`config.mk`:
```
export PLATFORM = sky130hd
export DESIGN_NAME = uc_scoreboard_flat
export DESIGN_NICKNAME = d
export VERILOG_FILES = /design/src/rtl/uc_pkg.sv /design/src/rtl/uc_scoreboard_if.sv /design/src/rtl/uc_sb_slot.sv /design/src/rtl/uc_scoreboard.sv /design/src/flat_wrapper.sv
export SDC_FILE = /design/constraint.sdc
export NUM_CORES = 1
export LEC_CHECK = 0
export ABC_AREA = 0
export BUFFER_PORTS_ARGS = -buffer_cell sky130_fd_sc_hd__buf_2
export CAP_MARGIN = 10
export CORE_UTILIZATION = 41
export DETAILED_ROUTE_END_ITERATION = 16
export MAX_ROUTING_LAYER = met4
export PLACE_DENSITY = 0.7
export SLEW_MARGIN = 20
export SYNTH_ARGS = -nofsm -noshare
export SYNTH_HDL_FRONTEND = slang
export SYNTH_HIERARCHICAL = 1
export SYNTH_SLANG_ARGS = --single-unit
```
`constraint.sdc`:
```
create_clock -name clk -period 3.85 [get_ports clk]
set_input_delay 0.1925 -clock clk [delete_from_list [all_inputs] [get_ports clk]]
set_output_delay 0.1925 -clock clk [all_outputs]
set_load 0.01 [all_outputs]
```
`src/rtl/uc_pkg.sv`:
```
// uc_pkg: shared types and constants for the in-flight write scoreboard.
//   REG_ADDR_W  register address width
//   REG_ZERO    hardwired-zero register address
//   MAX_LAT_W   storage width of a slot countdown (covers any LAT_W up to 8)
//   sb_entry_t  one tracker slot: valid flag, destination, remaining cycles
//   eff_latency maps a requested latency of 0 to 1
package uc_pkg;

    localparam int REG_ADDR_W = 6;
    localparam logic [REG_ADDR_W-1:0] REG_ZERO = 6'd0;
    localparam int MAX_LAT_W = 8;

    typedef struct packed {
        logic                  valid;
        logic [REG_ADDR_W-1:0] dest;
        logic [MAX_LAT_W-1:0]  remaining;
    } sb_entry_t;

    function automatic logic [MAX_LAT_W-1:0] eff_latency(input logic [MAX_LAT_W-1:0] lat);
        return (lat == '0) ? MAX_LAT_W'(1) : lat;
    endfunction

endpackage

```
`src/rtl/uc_scoreboard_if.sv`:
```
// uc_scoreboard_if: issue handshake between the operand-read stage and the
// scoreboard.
//   master : operand stage (drives the instruction, sees issue_ready/hold)
//   slave  : scoreboard (samples the instruction, drives issue_ready/hold)
interface uc_scoreboard_if #(
    parameter int LAT_W = 3
) ();
    import uc_pkg::*;

    logic                  issue_valid;
    logic                  read_a_en;
    logic                  read_b_en;
    logic [REG_ADDR_W-1:0] operand_a;
    logic [REG_ADDR_W-1:0] operand_b;
    logic                  write_en;
    logic [REG_ADDR_W-1:0] dest_c;
    logic [LAT_W-1:0]      latency;
    logic                  issue_ready;
    logic                  hold_registers;

    modport master (
        output issue_valid, read_a_en, read_b_en, operand_a, operand_b,
               write_en, dest_c, latency,
        input  issue_ready, hold_registers
    );

    modport slave (
        input  issue_valid, read_a_en, read_b_en, operand_a, operand_b,
               write_en, dest_c, latency,
        output issue_ready, hold_registers
    );

endinterface

```
`src/rtl/uc_sb_slot.sv`:
```
// uc_sb_slot: one in-flight write tracker slot with its countdown.
//   clk, rst_n      clock, async active-low reset
//   flush           discard the entry on the next edge
//   load            allocate this slot (wins over a same-cycle retire)
//   load_dest/lat   destination and latency for the allocation
//   rd_a/rd_b/wr    addresses to compare, each with a check enable
//   match_*         address hits a valid, non-retiring entry
//   retiring        valid and one cycle remaining
//   valid           slot occupied
module uc_sb_slot
    import uc_pkg::*;
#(
    parameter int LAT_W = 3
) (
    input  logic                  clk,
    input  logic                  rst_n,
    input  logic                  flush,
    input  logic                  load,
    input  logic [REG_ADDR_W-1:0] load_dest,
    input  logic [LAT_W-1:0]      load_lat,
    input  logic                  rd_a_chk,
    input  logic [REG_ADDR_W-1:0] rd_a,
    input  logic                  rd_b_chk,
    input  logic [REG_ADDR_W-1:0] rd_b,
    input  logic                  wr_chk,
    input  logic [REG_ADDR_W-1:0] wr,
    output logic                  match_rd_a,
    output logic                  match_rd_b,
    output logic                  match_wr,
    output logic                  retiring,
    output logic                  valid
);

    sb_entry_t entry;
    logic      live;

    assign valid      = entry.valid;
    assign retiring   = entry.valid && (entry.remaining == MAX_LAT_W'(1));
    // A retiring entry is covered by writeback forwarding, so it never blocks.
    assign live       = entry.valid && !retiring;
    assign match_rd_a = live && rd_a_chk && (entry.dest == rd_a);
    assign match_rd_b = live && rd_b_chk && (entry.dest == rd_b);
    assign match_wr   = live && wr_chk   && (entry.dest == wr);

    always_ff @(posedge clk or negedge rst_n) begin
        if (!rst_n) begin
            entry <= '0;
        end else if (flush) begin
            entry <= '0;
        end else if (load) begin
            entry.valid     <= 1'b1;
            entry.dest      <= load_dest;
            entry.remaining <= eff_latency(MAX_LAT_W'(load_lat));
        end else if (entry.valid) begin
            if (retiring) begin
                entry <= '0;
            end else begin
                entry.remaining <= entry.remaining - MAX_LAT_W'(1);
            end
        end
    end

endmodule

```
`src/rtl/uc_scoreboard.sv`:
```
// uc_scoreboard: in-flight write scoreboard and issue controller.
//   clk, rst_n   clock, async active-low reset
//   issue        instruction handshake (slave modport): issue_valid, read
//                enables/operands, write_en/dest_c/latency in; issue_ready
//                and hold_registers out (combinational)
//   flush        discard all in-flight entries, block issue this cycle
//   busy         at least one slot occupied
//   stall_count  saturating count of hold cycles (not cleared by flush)
module uc_scoreboard
    import uc_pkg::*;
#(
    parameter int DEPTH = 4,
    parameter int LAT_W = 3,
    parameter int CNT_W = 16
) (
    input  logic              clk,
    input  logic              rst_n,
    uc_scoreboard_if.slave    issue,
    input  logic              flush,
    output logic              busy,
    output logic [CNT_W-1:0]  stall_count
);

    logic [DEPTH-1:0] match_a, match_b, match_w;
    logic [DEPTH-1:0] retiring, valid;
    logic [DEPTH-1:0] free_slot, alloc_sel, load;
    logic             rd_a_chk, rd_b_chk, wr_chk;
    logic             raw, waw, full, ready, accept;

    // Register 0 never takes part in a hazard or an allocation.
    assign rd_a_chk = issue.read_a_en && (issue.operand_a != REG_ZERO);
    assign rd_b_chk = issue.read_b_en && (issue.operand_b != REG_ZERO);
    assign wr_chk   = issue.write_en  && (issue.dest_c    != REG_ZERO);

    assign raw  = |match_a || |match_b;
    assign waw  = |match_w;
    assign full = (&valid) && !(|retiring);

    assign ready  = !flush && !raw && !waw && !(wr_chk && full);
    assign accept = issue.issue_valid && ready;

    assign issue.issue_ready    = ready;
    assign issue.hold_registers = issue.issue_valid && !ready;

    // Lowest-index slot that is free now or frees up at this edge.
    assign free_slot = ~valid | retiring;

    always_comb begin
        alloc_sel = '0;
        for (int unsigned i = 0; i < DEPTH; i++) begin
            if (free_slot[i] && (alloc_sel == '0)) begin
                alloc_sel[i] = 1'b1;
            end
        end
    end

    assign load = (accept && wr_chk) ? alloc_sel : '0;

    for (genvar g = 0; g < DEPTH; g++) begin : g_slot
        uc_sb_slot #(.LAT_W(LAT_W)) u_slot (
            .clk        (clk),
            .rst_n      (rst_n),
            .flush      (flush),
            .load       (load[g]),
            .load_dest  (issue.dest_c),
            .load_lat   (issue.latency),
            .rd_a_chk   (rd_a_chk),
            .rd_a       (issue.operand_a),
            .rd_b_chk   (rd_b_chk),
            .rd_b       (issue.operand_b),
            .wr_chk     (wr_chk),
            .wr         (issue.dest_c),
            .match_rd_a (match_a[g]),
            .match_rd_b (match_b[g]),
            .match_wr   (match_w[g]),
            .retiring   (retiring[g]),
            .valid      (valid[g])
        );
    end

    assign busy = |valid;

    always_ff @(posedge clk or negedge rst_n) begin
        if (!rst_n) begin
            stall_count <= '0;
        end else if (issue.hold_registers && (stall_count != '1)) begin
            stall_count <= stall_count + CNT_W'(1);
        end
    end

endmodule
```
`src/flat_wrapper.sv`:
```
// flat-port wrapper written by rule: the top's interface ports become plain ports
module uc_scoreboard_flat import uc_pkg::*;
#(
    parameter int DEPTH = 4,
    parameter int LAT_W = 3,
    parameter int CNT_W = 16
)
  (clk, rst_n, flush, busy, stall_count, issue_issue_valid, issue_read_a_en, issue_read_b_en, issue_operand_a, issue_operand_b, issue_write_en, issue_dest_c, issue_latency, issue_issue_ready, issue_hold_registers);
  uc_scoreboard_if #(.LAT_W(LAT_W)) issue_i ();
  input  logic clk;
  input  logic rst_n;
  input  logic flush;
  output logic busy;
  output logic [CNT_W-1:0] stall_count;
  input wire logic [$bits(issue_i.issue_valid)-1:0] issue_issue_valid;
  input wire logic [$bits(issue_i.read_a_en)-1:0] issue_read_a_en;
  input wire logic [$bits(issue_i.read_b_en)-1:0] issue_read_b_en;
  input wire logic [$bits(issue_i.operand_a)-1:0] issue_operand_a;
  input wire logic [$bits(issue_i.operand_b)-1:0] issue_operand_b;
  input wire logic [$bits(issue_i.write_en)-1:0] issue_write_en;
  input wire logic [$bits(issue_i.dest_c)-1:0] issue_dest_c;
  input wire logic [$bits(issue_i.latency)-1:0] issue_latency;
  output wire logic [$bits(issue_i.issue_ready)-1:0] issue_issue_ready;
  output wire logic [$bits(issue_i.hold_registers)-1:0] issue_hold_registers;
  assign issue_i.issue_valid = issue_issue_valid;
  assign issue_i.read_a_en = issue_read_a_en;
  assign issue_i.read_b_en = issue_read_b_en;
  assign issue_i.operand_a = issue_operand_a;
  assign issue_i.operand_b = issue_operand_b;
  assign issue_i.write_en = issue_write_en;
  assign issue_i.dest_c = issue_dest_c;
  assign issue_i.latency = issue_latency;
  assign issue_issue_ready = issue_i.issue_ready;
  assign issue_hold_registers = issue_i.hold_registers;
  uc_scoreboard #(.DEPTH(DEPTH), .LAT_W(LAT_W), .CNT_W(CNT_W)) u_core (.clk(clk), .rst_n(rst_n), .issue(issue_i), .flush(flush), .busy(busy), .stall_count(stall_count));
endmodule
```
==> report_table.html, run 1 <==
<table>
<tr><th>Metric</th><th>Value</th></tr>
<tr><th colspan="2">Run</th></tr>
<tr><td>Maximum capacitance violations</td><td>0</td></tr>
<tr><th colspan="2">Timing</th></tr>
<tr><td>Fmax</td><td>between 0.2 and 0.3 GHz</td></tr>
<tr><td>Final clock skew</td><td>around 0.0060 ns</td></tr>
<tr><td>Transition at the pin with the smallest max-transition slack</td><td>~0.9 ns</td></tr>
<tr><td>Crit path time final</td><td>3.61 ns</td></tr>
<tr><td>Worst Setup Slack, final</td><td>roughly 0.24 ns</td></tr>
<tr><td>Portion of the clock cycle consumed by the worst path in the final layout</td><td>approximately 94%</td></tr>
<tr><td>Number of hold-slack violations in the final timing report</td><td>0</td></tr>
<tr><td>Slew HR</td><td>between 30% and 40%</td></tr>
<tr><td>Final setup fails</td><td>0</td></tr>
<tr><td>Hold_ws</td><td>around 0.2 ns</td></tr>
<tr><td>Final count of pins violating max slew</td><td>0</td></tr>
<tr><th colspan="2">Route</th></tr>
<tr><td>Routed wire length</td><td>13.2 mm</td></tr>
<tr><td>Detailed-route wire length per cell</td><td>17.5 µm</td></tr>
<tr><td>Pre-antenna DRT Iters</td><td>6</td></tr>
<tr><td>1st-iter DRT viols</td><td>224</td></tr>
<tr><td>DRC violation count after routing</td><td>0</td></tr>
<tr><td>Vias</td><td>about 4500</td></tr>
<tr><td>Via density</td><td>about 6.0</td></tr>
<tr><td>Post-route ant nets</td><td>0</td></tr>
<tr><th colspan="2">Layout</th></tr>
<tr><td>ANT cells</td><td>0</td></tr>
<tr><td>Final core area utilization</td><td>about half</td></tr>
<tr><td>Reg area</td><td>1900 µm²</td></tr>
<tr><td>Cell area after layout</td><td>approximately 5900 µm²</td></tr>
<tr><td>Number of fill cells</td><td>approximately 1100</td></tr>
<tr><td>Ratio of cells with drive above 1 in the final layout</td><td>16.1%</td></tr>
<tr><td>Area of the multi-input gates</td><td>around 3000 µm²</td></tr>
<tr><td>Layout net count</td><td>about 640</td></tr>
<tr><td>P&amp;R area growth vs syn</td><td>16.8%</td></tr>
<tr><th colspan="2">Floorplan</th></tr>
<tr><td>Core Box Area</td><td>approximately 12000 µm²</td></tr>
<tr><td>Top-level port count</td><td>47</td></tr>
<tr><td>Die Y-Extent</td><td>about 110 µm</td></tr>
<tr><td>Starting density of the core</td><td>42.1%</td></tr>
<tr><td>Full die area</td><td>between 10000 and 15000 µm²</td></tr>
<tr><td>Cell row count</td><td>40</td></tr>
<tr><td>Die Width</td><td>between 100 and 150 µm</td></tr>
<tr><th colspan="2">Yosys</th></tr>
<tr><td>Post-Synthesis Cells</td><td>roughly 550</td></tr>
<tr><td>Fraction of registers with async set or reset after synthesis</td><td>between 90% and 100%</td></tr>
<tr><td>Main synth FF type</td><td>dfrtp_1</td></tr>
<tr><td>Proportion of synthesized chip area in sequential cells</td><td>between 30% and 40%</td></tr>
<tr><td>Post-synth net total</td><td>between 500 and 600</td></tr>
<tr><td>Number of library cell types mapped by synthesis</td><td>46</td></tr>
<tr><td>Post-Synthesis Mean Instance Area</td><td>about 9 µm²</td></tr>
<tr><td>Count of warnings emitted by yosys</td><td>6</td></tr>
<tr><td>Synth Cell Area</td><td>about 5000 µm²</td></tr>
<tr><td>Count of state elements after synthesis</td><td>76</td></tr>
<tr><td>Post-synth EDFFs</td><td>0</td></tr>
<tr><th colspan="2">Place</th></tr>
<tr><td>HPWL after detailed placement</td><td>9.54 mm</td></tr>
<tr><td>Count of port buffers added during placement</td><td>46</td></tr>
<tr><td>Final RePlAce weighted congestion</td><td>around 0.87</td></tr>
<tr><td>DP Worst Slack</td><td>between 0.2 and 0.3 ns</td></tr>
<tr><td>Cell area after placement</td><td>5530 µm²</td></tr>
<tr><th colspan="2">Run status</th></tr>
<tr><td>Run status</td><td>completed</td></tr>
<tr><th colspan="2">Global routing</th></tr>
<tr><td>Number of antenna violations at the first check in global routing</td><td>0</td></tr>
<tr><td>Global-route wire length before repair</td><td>between 20 and 25 mm</td></tr>
<tr><td>Total Routing Usage GR</td><td>between 20 and 25%</td></tr>
<tr><td>Total gr overflow</td><td>0</td></tr>
<tr><td>Number of global-route vias before repair</td><td>4553</td></tr>
<tr><td>Pin count of the biggest net entering global routing</td><td>between 70 and 80</td></tr>
<tr><th colspan="2">CTS</th></tr>
<tr><td>Clock tree from TritonCTS</td><td>done</td></tr>
<tr><td>Sink count of the clock tree</td><td>76</td></tr>
<tr><td>Clock tree buffer depth</td><td>2</td></tr>
<tr><td>Clk_lat worst skew</td><td>0.35 ns</td></tr>
<tr><td>Clock Root Buffer</td><td>clkbuf_16</td></tr>
<tr><td>Number of buffers created by CTS</td><td>9</td></tr>
<tr><td>Clock edge transition at the registers on the reported setup and hold paths</td><td>about 0.06 ns</td></tr>
<tr><td>Number of levels the H-tree was split into</td><td>3</td></tr>
<tr><th colspan="2">Worst setup path</th></tr>
<tr><td>Arrival time of the worst setup path</td><td>between 3 and 4 ns</td></tr>
<tr><td>Required time worst endpoint</td><td>around 4.1 ns</td></tr>
<tr><td>Start-to-end type of the worst setup path</td><td>reg -&gt; reg</td></tr>
<tr><td>Critical path launch point type</td><td>register</td></tr>
<tr><td>Kind of capture point of the worst setup path</td><td>register</td></tr>
<tr><td>Peak fanout along the critical path</td><td>10</td></tr>
<tr><th colspan="2">Power</th></tr>
<tr><td>Pwr dens</td><td>between 300 and 400 nW/µm²</td></tr>
<tr><td>Leakage</td><td>roughly 2.3 nW</td></tr>
<tr><td>VDD IR-drop max</td><td>about 160 µV</td></tr>
<tr><th colspan="2">Hold path</th></tr>
<tr><td>Path category of the worst min-delay check</td><td>in -&gt; reg</td></tr>
</table>
[cells in the final DEF (no fill, tap or decap), types with 5 or more instances in the layout]
| cell | Yosys | routed |
|---|---|---|
| xnor2_1 | 89 | 89 |
| dfrtp_1 | 76 | 76 |
| a21oi_1 | 50 | 50 |
| nand2_1 | 49 | 49 |
| buf_2 | 4 | 45 |
| o211ai_1 | 28 | 28 |
| or4_1 | 23 | 23 |
| buf_4 | 0 | 20 |
| nor2_1 | 20 | 20 |
| nand3_1 | 20 | 20 |
| nor3_1 | 19 | 19 |
| nand4_1 | 17 | 17 |
| inv_1 | 17 | 17 |
| o31ai_1 | 12 | 12 |
| clkbuf_16 | 0 | 9 |
| ha_1 | 9 | 9 |
| o21ai_0 | 8 | 8 |
| nor2b_1 | 7 | 7 |
| and3_1 | 7 | 7 |
| xor2_1 | 6 | 6 |
| or4_4 | 5 | 5 |
| nor3b_1 | 5 | 5 |
[worst paths after layout]
kind	startpoint	to	slack, ns	depth (start not counted)
worst min-delay path	issue_latency[1]	u_core/g_slot[3].u_slot/entry[1]	0.20	3
min in group asynchronous	rst_n	u_core/g_slot[1].u_slot/entry[7]	0.26	2
worst min register to register	u_core/stall_count[8]	u_core/stall_count[8]	0.50	1
worst max register to register	u_core/g_slot[1].u_slot/entry[2]	u_core/g_slot[0].u_slot/entry[7]	0.24	12
worst max-delay path	u_core/g_slot[1].u_slot/entry[2]	u_core/g_slot[0].u_slot/entry[7]	0.24	12
max in group asynchronous	rst_n	u_core/g_slot[2].u_slot/entry[0]	3.01	3
[per-layer routing]
layer / vias to the layer above / routed length, µm / share of wire (%) / track usage (%)
met2: 131 / 6770 / 51 / 37.7
met3: 44 / 489 / 3.7 / 3.64
met5: - / 0 / 0 / -
met4: 0 / 540 / 4.1 / 13.8
met1: 2202 / 5430 / 41 / 25.4
li1: 2122 / - / - / -
[synth_stat cells, types with 2 or more instances]
cell        n  area share, %
a21boi_1    4           0.59
or3_1       4           0.49
o31a_1      2           0.35
nor3b_1     5           0.74
o31ai_1    12            1.8
buf_2       4           0.40
nor4b_1     5           0.87
nor2_1     20            1.5
o311ai_0    4           0.69
o21ai_0     8           0.79
and4_1      3           0.52
clkinv_1    4           0.30
a21oi_1    50            4.9
nor2b_1     7           0.87
xor2_1      6            1.0
nand4bb_1   4           0.89
nand3b_1    4           0.59
nand2_1    49            3.6
nand4_1    17            2.1
o211ai_1   28            4.2
a31oi_1     4           0.49
xnor2_1    89             15
inv_1      17            1.3
dfrtp_1    76             38
nor3_1     19            1.9
nor4_1      2           0.25
or4_1      23            3.4
or4_4       5            1.1
o22ai_1     4           0.49
clkbuf_1   16            1.2
and3_1      7           0.87
ha_1        9            2.2
o41ai_4     4            2.2
nand3_1    20            2.0
[metrics by stage]
stage | cells | power (mW) | setup TNS, ns
after detailed placement | 737 | 1.28 | 0
after floorplan | 547 | 1.13 | 0
final | 756 | 2.21 | 0
after global routing | 756 | 2.31 | -0.0153
after global placement | 737 | 1.27 | 0
after CTS | 753 | 2.22 | 0
[critical path, cell delays in order (launching register included)]
cell,delay (ns)
dfrtp_1,0.44
or4_1,0.61
o41ai_4,0.42
nor3_1,0.14
nor4_1,0.29
nand4_1,0.17
nor2_1,0.12
nand2_1,0.12
a21oi_1,0.27
buf_4,0.23
nor3_1,0.09
or4_1,0.50
a21oi_1,0.14
[logic make-up after synthesis]
logic type               Yosys count  synth area share [%]
AND/OR/NAND/NOR                  196                  22.2
AO/OA/AOI/OAI                    127                  17.9
XOR/XNOR                          95                  16.4
flip-flops                        76                  37.6
buffers and inverters             43                  3.44
adder cells (fa/ha/maj)            9                  2.22
multiplexers                       1                 0.222
[layout make-up]
type                    instances  area share, %
clock inverters                 4           1.19
flip-flops and latches         76           32.2
clock buffers                  12           4.51
multi-input cells             428           50.6
repair buffers                 67           6.99
inverters                      22           1.40
well taps                     147           3.11
[state kept, by name, indices dropped and copies added, names as in the netlist]
register                    cells
u_core/g_slot.u_slot/entry     56
u_core/g_slot.u_slot/valid      4
u_core/stall_count             16
[power by group]
group	switching, mW	total (mW)	internal, mW
registers	0.0648	0.912	0.847
clock network	0.322	0.940	0.618
logic	0.200	0.361	0.160
[what timing repair did]
item | CTS | global route
hold buffers | 0 | 1
resized for setup | 0 | 1
endpoints found under the setup margin | 0 | 4
hold endpoints to repair | 0 | 18
setup buffers | 0 | 1
Power figures use the tool's default switching activity.
==> run 2, diff against run 1 <==
--- a/config.mk
+++ b/config.mk
@@ -9,4 +9,5 @@
 export BUFFER_PORTS_ARGS = -buffer_cell sky130_fd_sc_hd__buf_2
 export CAP_MARGIN = 10
+export CORE_ASPECT_RATIO = 1.2
 export CORE_UTILIZATION = 41
 export DETAILED_ROUTE_END_ITERATION = 16
==> constraint.sdc (replaced) <==
create_clock -name clk -period 3.85 [get_ports clk]
set_input_delay 0.1925 -clock clk [delete_from_list [all_inputs] [get_ports clk]]
set_output_delay 0.1925 -clock clk [all_outputs]
set_load 0.005 [all_outputs]
==> run 2 against run 1 <==
Compared with the run above:
- global-route usage rose by 0.50 points
- core utilization rose by 0.74 points
- register-to-register slack got worse by 0.03 ns
- sequential power barely moved
- routed wire length rose by 2.7%
- sequential cell count did not move
- non-clock buffer count rose by 11
- die area barely moved
- the run now ends with negative hold slack left
==> report_table.html, run 2 (synthesized netlist as in run 1, its figures left out) <==
<table>
<tr><th>Metric</th><th>Value</th></tr>
<tr><th colspan="2">Run status</th></tr>
<tr><td>Run status</td><td>complete, but fails checks</td></tr>
<tr><td>Violated checks</td><td>negative hold slack</td></tr>
<tr><th colspan="2">Place</th></tr>
<tr><td>HPWL after detailed placement</td><td>slightly above 9 mm</td></tr>
<tr><td>Count of port buffers added during placement</td><td>between 40 and 50</td></tr>
<tr><td>Final RePlAce weighted congestion</td><td>0.925</td></tr>
<tr><td>DP Worst Slack</td><td>0.169 ns</td></tr>
<tr><th colspan="2">Floorplan</th></tr>
<tr><td>Die Y-Extent</td><td>between 100 and 150 µm</td></tr>
<tr><td>Core Box Area</td><td>between 10000 and 15000 µm²</td></tr>
<tr><td>Starting density of the core</td><td>42.0%</td></tr>
<tr><td>Die Width</td><td>103 µm</td></tr>
<tr><td>Full die area</td><td>between 10000 and 15000 µm²</td></tr>
<tr><td>Cell row count</td><td>44</td></tr>
<tr><td>Top-level port count</td><td>between 40 and 50</td></tr>
<tr><th colspan="2">CTS</th></tr>
<tr><td>Sink count of the clock tree</td><td>76</td></tr>
<tr><td>Number of levels the H-tree was split into</td><td>3</td></tr>
<tr><td>Number of buffers created by CTS</td><td>9</td></tr>
<tr><td>Clock tree from TritonCTS</td><td>done</td></tr>
<tr><td>Clock edge transition at the registers on the reported setup and hold paths</td><td>~0.060 ns</td></tr>
<tr><td>Clk_lat worst skew</td><td>approximately 0.34 ns</td></tr>
<tr><td>Clock Root Buffer</td><td>clkbuf_16</td></tr>
<tr><td>Clock tree buffer depth</td><td>2</td></tr>
<tr><th colspan="2">Power</th></tr>
<tr><td>Switching power</td><td>0.588 mW</td></tr>
<tr><td>Comb power frac</td><td>between 15 and 20%</td></tr>
<tr><td>VDD IR-drop max</td><td>~240 µV</td></tr>
<tr><td>Share of total power in the clock network</td><td>44.6%</td></tr>
<tr><td>Net switching fraction of the power</td><td>between 20 and 30%</td></tr>
<tr><td>Leakage</td><td>~2.3 nW</td></tr>
<tr><td>Pwr dens</td><td>~380 nW/µm²</td></tr>
<tr><td>Cell internal pwr</td><td>~1.7 mW</td></tr>
<tr><td>Sequential cell fraction of total power</td><td>between 30% and 40%</td></tr>
<tr><th colspan="2">Worst setup path</th></tr>
<tr><td>Critical path launch point type</td><td>register</td></tr>
<tr><td>Kind of capture point of the worst setup path</td><td>register</td></tr>
<tr><td>CP max stage cell</td><td>or4_1</td></tr>
<tr><td>Start-to-end type of the worst setup path</td><td>reg -&gt; reg</td></tr>
<tr><td>Arrival time of the worst setup path</td><td>approximately 3.8 ns</td></tr>
<tr><td>Peak fanout along the critical path</td><td>12</td></tr>
<tr><td>Worst path most repeated cell</td><td>buf_4</td></tr>
<tr><td>Slowest cell delay on critical path</td><td>between 0.5 and 0.6 ns</td></tr>
<tr><td>Required time worst endpoint</td><td>between 4 and 5 ns</td></tr>
<tr><td>CP cell instances</td><td>or4_1 -&gt; o41ai_4 -&gt; buf_4 -&gt; nor3_1 -&gt; nor4_1 -&gt; nand4_1 -&gt; nor2_1 -&gt; nand2_1 -&gt; nor4b_2 -&gt; buf_4 -&gt; clkinv_1 -&gt; o311ai_0 -&gt; a31oi_1</td></tr>
<tr><th colspan="2">Global routing</th></tr>
<tr><td>Pin count of the biggest net entering global routing</td><td>77</td></tr>
<tr><td>Total Routing Usage GR</td><td>between 20% and 30%</td></tr>
<tr><td>Global-route wire length before repair</td><td>between 20 and 25 mm</td></tr>
<tr><td>Total gr overflow</td><td>0</td></tr>
<tr><td>Number of global-route vias before repair</td><td>4395</td></tr>
<tr><td>Number of antenna violations at the first check in global routing</td><td>0</td></tr>
<tr><th colspan="2">Layout</th></tr>
<tr><td>Number of flip-flops in the largest register</td><td>56</td></tr>
<tr><td>Biggest regs</td><td>u_core/g_slot.u_slot/entry x56, u_core/stall_count x16, u_core/g_slot.u_slot/valid x4</td></tr>
<tr><td>Reg area</td><td>between 1500 and 2000 µm²</td></tr>
<tr><td>Ratio of cells with drive above 1 in the final layout</td><td>~18%</td></tr>
<tr><td>Layout net count</td><td>around 650</td></tr>
<tr><td>P&amp;R area growth vs syn</td><td>19.0%</td></tr>
<tr><td>Area of the multi-input gates</td><td>roughly 3000 µm²</td></tr>
<tr><td>Most common library cell in the layout ignoring fill and taps</td><td>xnor2_1</td></tr>
<tr><td>Register ranked first by flip-flop count</td><td>u_core/g_slot.u_slot/entry</td></tr>
<tr><td>Leading cell types in the layout, fill and taps excluded</td><td>xnor2_1, dfrtp_1, a21oi_1</td></tr>
<tr><td>Number of fill cells</td><td>1071</td></tr>
<tr><th colspan="2">Timing</th></tr>
<tr><td>Final clock skew</td><td>approximately 0.0066 ns</td></tr>
<tr><td>Portion of the clock cycle consumed by the worst path in the final layout</td><td>between 90 and 100%</td></tr>
<tr><td>Number of hold-slack violations in the final timing report</td><td>3</td></tr>
<tr><td>Fmax</td><td>0.275 GHz</td></tr>
<tr><td>Slew HR</td><td>34.4%</td></tr>
<tr><td>Transition at the pin with the smallest max-transition slack</td><td>~0.98 ns</td></tr>
<tr><td>Worst Setup Slack, final</td><td>about 0.21 ns</td></tr>
<tr><td>Final total negative setup slack</td><td>0 ns</td></tr>
<tr><td>Crit path time final</td><td>~3.6 ns</td></tr>
<tr><td>Final count of pins violating max slew</td><td>0</td></tr>
<tr><td>RSZ-0062 raised after global routing</td><td>yes</td></tr>
<tr><td>Final setup fails</td><td>0</td></tr>
<tr><td>Hold_ws</td><td>-0.00519 ns</td></tr>
<tr><th colspan="2">Hold path</th></tr>
<tr><td>Path category of the worst min-delay check</td><td>in -&gt; async</td></tr>
<tr><th colspan="2">Route</th></tr>
<tr><td>Routed wire length</td><td>roughly 14 mm</td></tr>
<tr><td>Met1 layer wirelength in the final routing</td><td>about 5.9 mm</td></tr>
<tr><td>Vias</td><td>approximately 4700</td></tr>
<tr><td>1st-iter DRT viols</td><td>280</td></tr>
<tr><td>Post-route ant nets</td><td>0</td></tr>
<tr><td>Pre-antenna DRT Iters</td><td>5</td></tr>
<tr><td>Met2 Wirelength</td><td>6.36 mm</td></tr>
<tr><td>DRC violation count after routing</td><td>0</td></tr>
<tr><td>Routed length on met3</td><td>836 µm</td></tr>
<tr><td>Via density</td><td>around 6.0</td></tr>
<tr><td>Highest signal layer in the routed design</td><td>met4</td></tr>
<tr><td>Detailed-route wire length per cell</td><td>around 17 µm</td></tr>
<tr><th colspan="2">Run</th></tr>
<tr><td>Maximum capacitance violations</td><td>0</td></tr>
</table>
==> run 2: changes by cell type in the layout (fill, tap and decap cells not counted), sizes merged <==
cell         before  now
buf              66   78
bufinv            2    4
clkbuf           12   10
clkinv            6    4
clkinvlp          0    1
diode             0    1
dlygate4sd3       1    0
==> run 2: final timing paths <==
kind	startpoint	end	slack, ns	depth (start not counted)
max in group asynchronous	rst_n	u_core/g_slot[2].u_slot/entry[10]	3.20	1
worst min register to register	u_core/stall_count[8]	u_core/stall_count[8]	0.49	1
worst max register to register	u_core/g_slot[2].u_slot/entry[2]	u_core/g_slot[1].u_slot/entry[0]	0.21	13
worst min-delay path	rst_n	u_core/g_slot[1].u_slot/entry[6]	-0.005	1
worst max-delay path	u_core/g_slot[2].u_slot/entry[2]	u_core/g_slot[1].u_slot/entry[0]	0.21	13
min in group clk	issue_latency[1]	u_core/g_slot[0].u_slot/entry[1]	0.24	3
==> run 2: worst max-delay path, delay by kind of cell, from the launching register on <==
family                 cells  cell delay (ns)
AO/OA/AOI/OAI              3             0.77
buffers and inverters      3             0.54
flip-flops                 1             0.44
AND/OR/NAND/NOR            7             1.76
==> run 2: routing by layer <==
| metal | vias to the layer above | global-route usage (%) |
|---|---|---|
| li1 | 2153 | - |
| met1 | 2269 | 29.5 |
| met3 | 43 | 4.49 |
| met2 | 192 | 35.5 |
| met4 | 0 | 9.77 |
| met5 | - | - |
==> run 2: area by class of cell <==
cell class,instances,share of cell area (%)
multi-input cells,428,49.9
flip-flops and latches,76,31.6
repair buffers,78,7.85
clock buffers,10,3.80
well taps,161,3.35
clock inverters,5,2.08
inverters,22,1.43
diodes,1,0.0416
==> run 2: metrics by stage <==
| stage | hold WS [ns] | instances | area [µm²] | utilization, % | power (mW) |
|---|---|---|---|---|---|
| floorplan | -0.103 | 547 | 5060 | - | 1.12 |
| CTS | 0.0571 | 765 | 5890 | 48.9 | 2.30 |
| finish | -0.00519 | 781 | 6020 | 49.9 | 2.29 |
| detailed placement | 0.428 | 750 | 5540 | 45.9 | 1.27 |
| global route | 0.104 | 780 | 6020 | 49.9 | 2.40 |
| global placement | 0.410 | 750 | 5540 | 45.9 | 1.26 |
==> run 2: what timing repair did <==
action / CTS / global route
hold endpoints to repair: 0 / 0
gates resized for setup: 0 / 4
buffers inserted: 0 / 15
hold buffers: 0 / 0
setup endpoints to repair: 0 / 36
==> run 2: power groups by stage <==
| stage | Sequential, mW | Clock, mW | Combinational (mW) |
|---|---|---|---|
| 3_5_place_dp | 0.928 | 0 | 0.343 |
| 2_1_floorplan | 0.915 | 0 | 0.202 |
| 6_report | 0.914 | 1.02 | 0.354 |
| 5_1_grt | 0.926 | 1.08 | 0.393 |
| 3_3_place_gp | 0.924 | 0 | 0.331 |
| 4_1_cts | 0.914 | 1.04 | 0.344 |
==> run 3, diff against run 2 <==
Settings changed: BUFFER_PORTS_ARGS -buffer_cell sky130_fd_sc_hd__buf_2 to default, CTS_CLUSTER_SIZE from default to 25, DONT_BUFFER_PORTS from default to 1, PLACE_DENSITY 0.7 to 0.66.
==> run 3 against run 2 <==
Compared with the run above:
- the run now ends clean
- fmax decreased by 1.4%
- core utilization decreased by 1.5 points
- largest cell class unchanged
- total power decreased by 5.6%
- combinational power decreased by 19%
- final cell count decreased by 6.0%
- highest routed layer unchanged
- routed wire length increased by 4.9%
==> report_table.html, run 3 (synthesized netlist as in run 1, its figures left out) <==
<table>
<tr><th>Metric</th><th>Value</th></tr>
<tr><th colspan="2">CTS</th></tr>
<tr><td>Clock tree buffer depth</td><td>2</td></tr>
<tr><td>Number of levels the H-tree was split into</td><td>3</td></tr>
<tr><td>Sink count of the clock tree</td><td>76</td></tr>
<tr><td>Clock tree from TritonCTS</td><td>done</td></tr>
<tr><td>Clk_lat worst skew</td><td>between 0.3 and 0.4 ns</td></tr>
<tr><td>Number of buffers created by CTS</td><td>9</td></tr>
<tr><td>Clock edge transition at the registers on the reported setup and hold paths</td><td>0.06 ns</td></tr>
<tr><td>Clock Root Buffer</td><td>clkbuf_16</td></tr>
<tr><th colspan="2">Route</th></tr>
<tr><td>1st-iter DRT viols</td><td>between 300 and 400</td></tr>
<tr><td>Vias</td><td>about 4500</td></tr>
<tr><td>Post-route ant nets</td><td>0</td></tr>
<tr><td>Pre-antenna DRT Iters</td><td>5</td></tr>
<tr><td>Detailed-route wire length per cell</td><td>19.4 µm</td></tr>
<tr><td>Routed wire length</td><td>14.3 mm</td></tr>
<tr><td>Via density</td><td>6.13</td></tr>
<tr><td>DRC violation count after routing</td><td>0</td></tr>
<tr><th colspan="2">Hold path</th></tr>
<tr><td>Path category of the worst min-delay check</td><td>in -&gt; reg</td></tr>
<tr><th colspan="2">Run status</th></tr>
<tr><td>Run status</td><td>completed</td></tr>
<tr><th colspan="2">Timing</th></tr>
<tr><td>Portion of the clock cycle consumed by the worst path in the final layout</td><td>a little over nine tenths</td></tr>
<tr><td>Slew HR</td><td>a little over three fifths</td></tr>
<tr><td>Fmax</td><td>about 0.27 GHz</td></tr>
<tr><td>Final setup fails</td><td>0</td></tr>
<tr><td>Final total negative setup slack</td><td>0 ns</td></tr>
<tr><td>Crit path time final</td><td>3.69 ns</td></tr>
<tr><td>Transition at the pin with the smallest max-transition slack</td><td>0.547 ns</td></tr>
<tr><td>Final count of pins violating max slew</td><td>0</td></tr>
<tr><td>Hold_ws</td><td>between 0.009 and 0.01 ns</td></tr>
<tr><td>Final clock skew</td><td>0.00627 ns</td></tr>
<tr><td>Worst Setup Slack, final</td><td>about 0.16 ns</td></tr>
<tr><td>Number of hold-slack violations in the final timing report</td><td>0</td></tr>
<tr><th colspan="2">Layout</th></tr>
<tr><td>Biggest regs</td><td>u_core/g_slot.u_slot/entry x56, u_core/stall_count x16, u_core/g_slot.u_slot/valid x4</td></tr>
<tr><td>Register ranked first by flip-flop count</td><td>u_core/g_slot.u_slot/entry</td></tr>
<tr><td>ANT cells</td><td>0</td></tr>
<tr><td>P&amp;R area growth vs syn</td><td>15.4%</td></tr>
<tr><td>Ratio of cells with drive above 1 in the final layout</td><td>around 11%</td></tr>
<tr><td>Most common library cell in the layout ignoring fill and taps</td><td>xnor2_1</td></tr>
<tr><td>Number of fill cells</td><td>about 1100</td></tr>
<tr><td>Leading cell types in the layout, fill and taps excluded</td><td>xnor2_1, dfrtp_1, a21oi_1</td></tr>
<tr><td>Cell area after layout</td><td>5840 µm²</td></tr>
<tr><td>Number of flip-flops in the largest register</td><td>56</td></tr>
<tr><td>Layout net count</td><td>just over 600</td></tr>
<tr><th colspan="2">Floorplan</th></tr>
<tr><td>Full die area</td><td>12800 µm²</td></tr>
<tr><td>Top-level port count</td><td>between 40 and 50</td></tr>
<tr><td>Core Box Area</td><td>about 12000 µm²</td></tr>
<tr><td>Starting density of the core</td><td>a little over two fifths</td></tr>
<tr><td>Die Y-Extent</td><td>roughly 120 µm</td></tr>
<tr><td>Cell row count</td><td>44</td></tr>
<tr><td>Die Width</td><td>103 µm</td></tr>
<tr><th colspan="2">Global routing</th></tr>
<tr><td>Total gr overflow</td><td>0</td></tr>
<tr><td>Total Routing Usage GR</td><td>around a quarter</td></tr>
<tr><td>Number of antenna violations at the first check in global routing</td><td>0</td></tr>
<tr><td>Pin count of the biggest net entering global routing</td><td>between 70 and 80</td></tr>
<tr><td>Number of global-route vias before repair</td><td>4362</td></tr>
<tr><td>Global-route wire length before repair</td><td>22.2 mm</td></tr>
<tr><th colspan="2">Place</th></tr>
<tr><td>Cell area after placement</td><td>roughly 5300 µm²</td></tr>
<tr><td>HPWL after detailed placement</td><td>9.26 mm</td></tr>
<tr><td>DP Worst Slack</td><td>0.0235 ns</td></tr>
<tr><td>Final RePlAce weighted congestion</td><td>just over 0.9</td></tr>
<tr><td>Count of port buffers added during placement</td><td>0</td></tr>
<tr><th colspan="2">Power</th></tr>
<tr><td>Net switching fraction of the power</td><td>about 26%</td></tr>
<tr><td>Cell internal pwr</td><td>between 1.5 and 2 mW</td></tr>
<tr><td>Leakage</td><td>approximately 2.1 nW</td></tr>
<tr><td>VDD IR-drop max</td><td>around 170 µV</td></tr>
<tr><td>Switching power</td><td>0.555 mW</td></tr>
<tr><td>Share of total power in the clock network</td><td>44.0%</td></tr>
<tr><td>Sequential cell fraction of total power</td><td>about 43%</td></tr>
<tr><td>Comb power frac</td><td>13.3%</td></tr>
<tr><td>Pwr dens</td><td>approximately 370 nW/µm²</td></tr>
<tr><th colspan="2">Worst setup path</th></tr>
<tr><td>Peak fanout along the critical path</td><td>7</td></tr>
<tr><td>Required time worst endpoint</td><td>around 4.1 ns</td></tr>
<tr><td>Worst reg2reg setup slack</td><td>approximately 0.16 ns</td></tr>
<tr><td>Critical path launch point type</td><td>register</td></tr>
<tr><td>Arrival time of the worst setup path</td><td>slightly below 4 ns</td></tr>
<tr><td>Start-to-end type of the worst setup path</td><td>reg -&gt; reg</td></tr>
<tr><td>Kind of capture point of the worst setup path</td><td>register</td></tr>
<tr><th colspan="2">Run</th></tr>
<tr><td>Maximum capacitance violations</td><td>0</td></tr>
</table>
## run 3: changes by cell type in the layout (fill, tap and decap cells not counted), moves of 2 or more
cell / previous run / this run
buf_12: 0 / 2
buf_2: 45 / 0
buf_4: 33 / 20
bufinv_16: 4 / 2
clkbuf_8: 0 / 3
dlygate4sd3_1: 0 / 8
inv_2: 1 / 3
## run 3: layout make-up
class | instances | area, µm² | area share (%)
clock buffers | 13 | 270 | 4.62
inverters | 22 | 82.6 | 1.41
clock inverters | 3 | 67.6 | 1.16
multi-input cells | 428 | 3020 | 51.7
repair buffers | 31 | 298 | 5.10
flip-flops and latches | 76 | 1900 | 32.6
well taps | 161 | 201 | 3.45
## run 3: final timing paths
check                                            startpoint                                end  depth (start not counted)
min in group asynchronous                             rst_n             u_core/stall_count[14]                          2
hold reg to reg                       u_core/stall_count[8]              u_core/stall_count[8]                          1
hold / removal                              issue_dest_c[5]  u_core/g_slot[1].u_slot/entry[13]                          2
setup / recovery           u_core/g_slot[1].u_slot/entry[2]   u_core/g_slot[1].u_slot/entry[7]                         12
setup reg to reg           u_core/g_slot[1].u_slot/entry[2]   u_core/g_slot[1].u_slot/entry[7]                         12
max in group asynchronous                             rst_n   u_core/g_slot[0].u_slot/entry[2]                          2
## run 3: power by group through the flow
stage               clock (mW)  combinational [mW]  sequential (mW)
finish                   0.951               0.288            0.923
global route              1.00               0.316            0.933
CTS                      0.971               0.281            0.923
detailed placement           0               0.237            0.936
global placement             0               0.227            0.931
floorplan                    0               0.202            0.915
## run 3: critical path, stage by stage, from the launching register on
cell and delay (ns):
dfrtp_1 0.44, or4_1 0.60, o41ai_4 0.30, buf_4 0.20, nor3_1 0.06, nor4_1 0.30
nand4_1 0.29, nor2_2 0.17, nand2_2 0.12, nor4b_4 0.34, nor3_1 0.16, or4_1 0.50
a21oi_1 0.15
## run 3: through the flow
stage	utilization [%]	cells	total power [mW]
2_1_floorplan	-	547	1.12
3_3_place_gp	43.6	698	1.16
3_5_place_dp	43.6	698	1.17
4_1_cts	47.5	724	2.17
5_1_grt	48.5	734	2.25
6_report	48.5	734	2.16
## run 3: per-layer routing
| layer | up-vias | track usage [%] | share of wire [%] |
|---|---|---|---|
| li1 | 2059 | - | - |
| met1 | 2195 | 28.7 | 41 |
| met2 | 206 | 37.2 | 47 |
| met3 | 39 | 6.34 | 9.0 |
| met4 | 0 | 11.4 | 3.2 |
| met5 | - | - | 0 |
## run 3: repair_timing
item,CTS,global route
buffers inserted,0,10
resized for setup,0,10
endpoints found under the hold margin,112,0
setup endpoints to repair,0,44
hold buffers,10,0
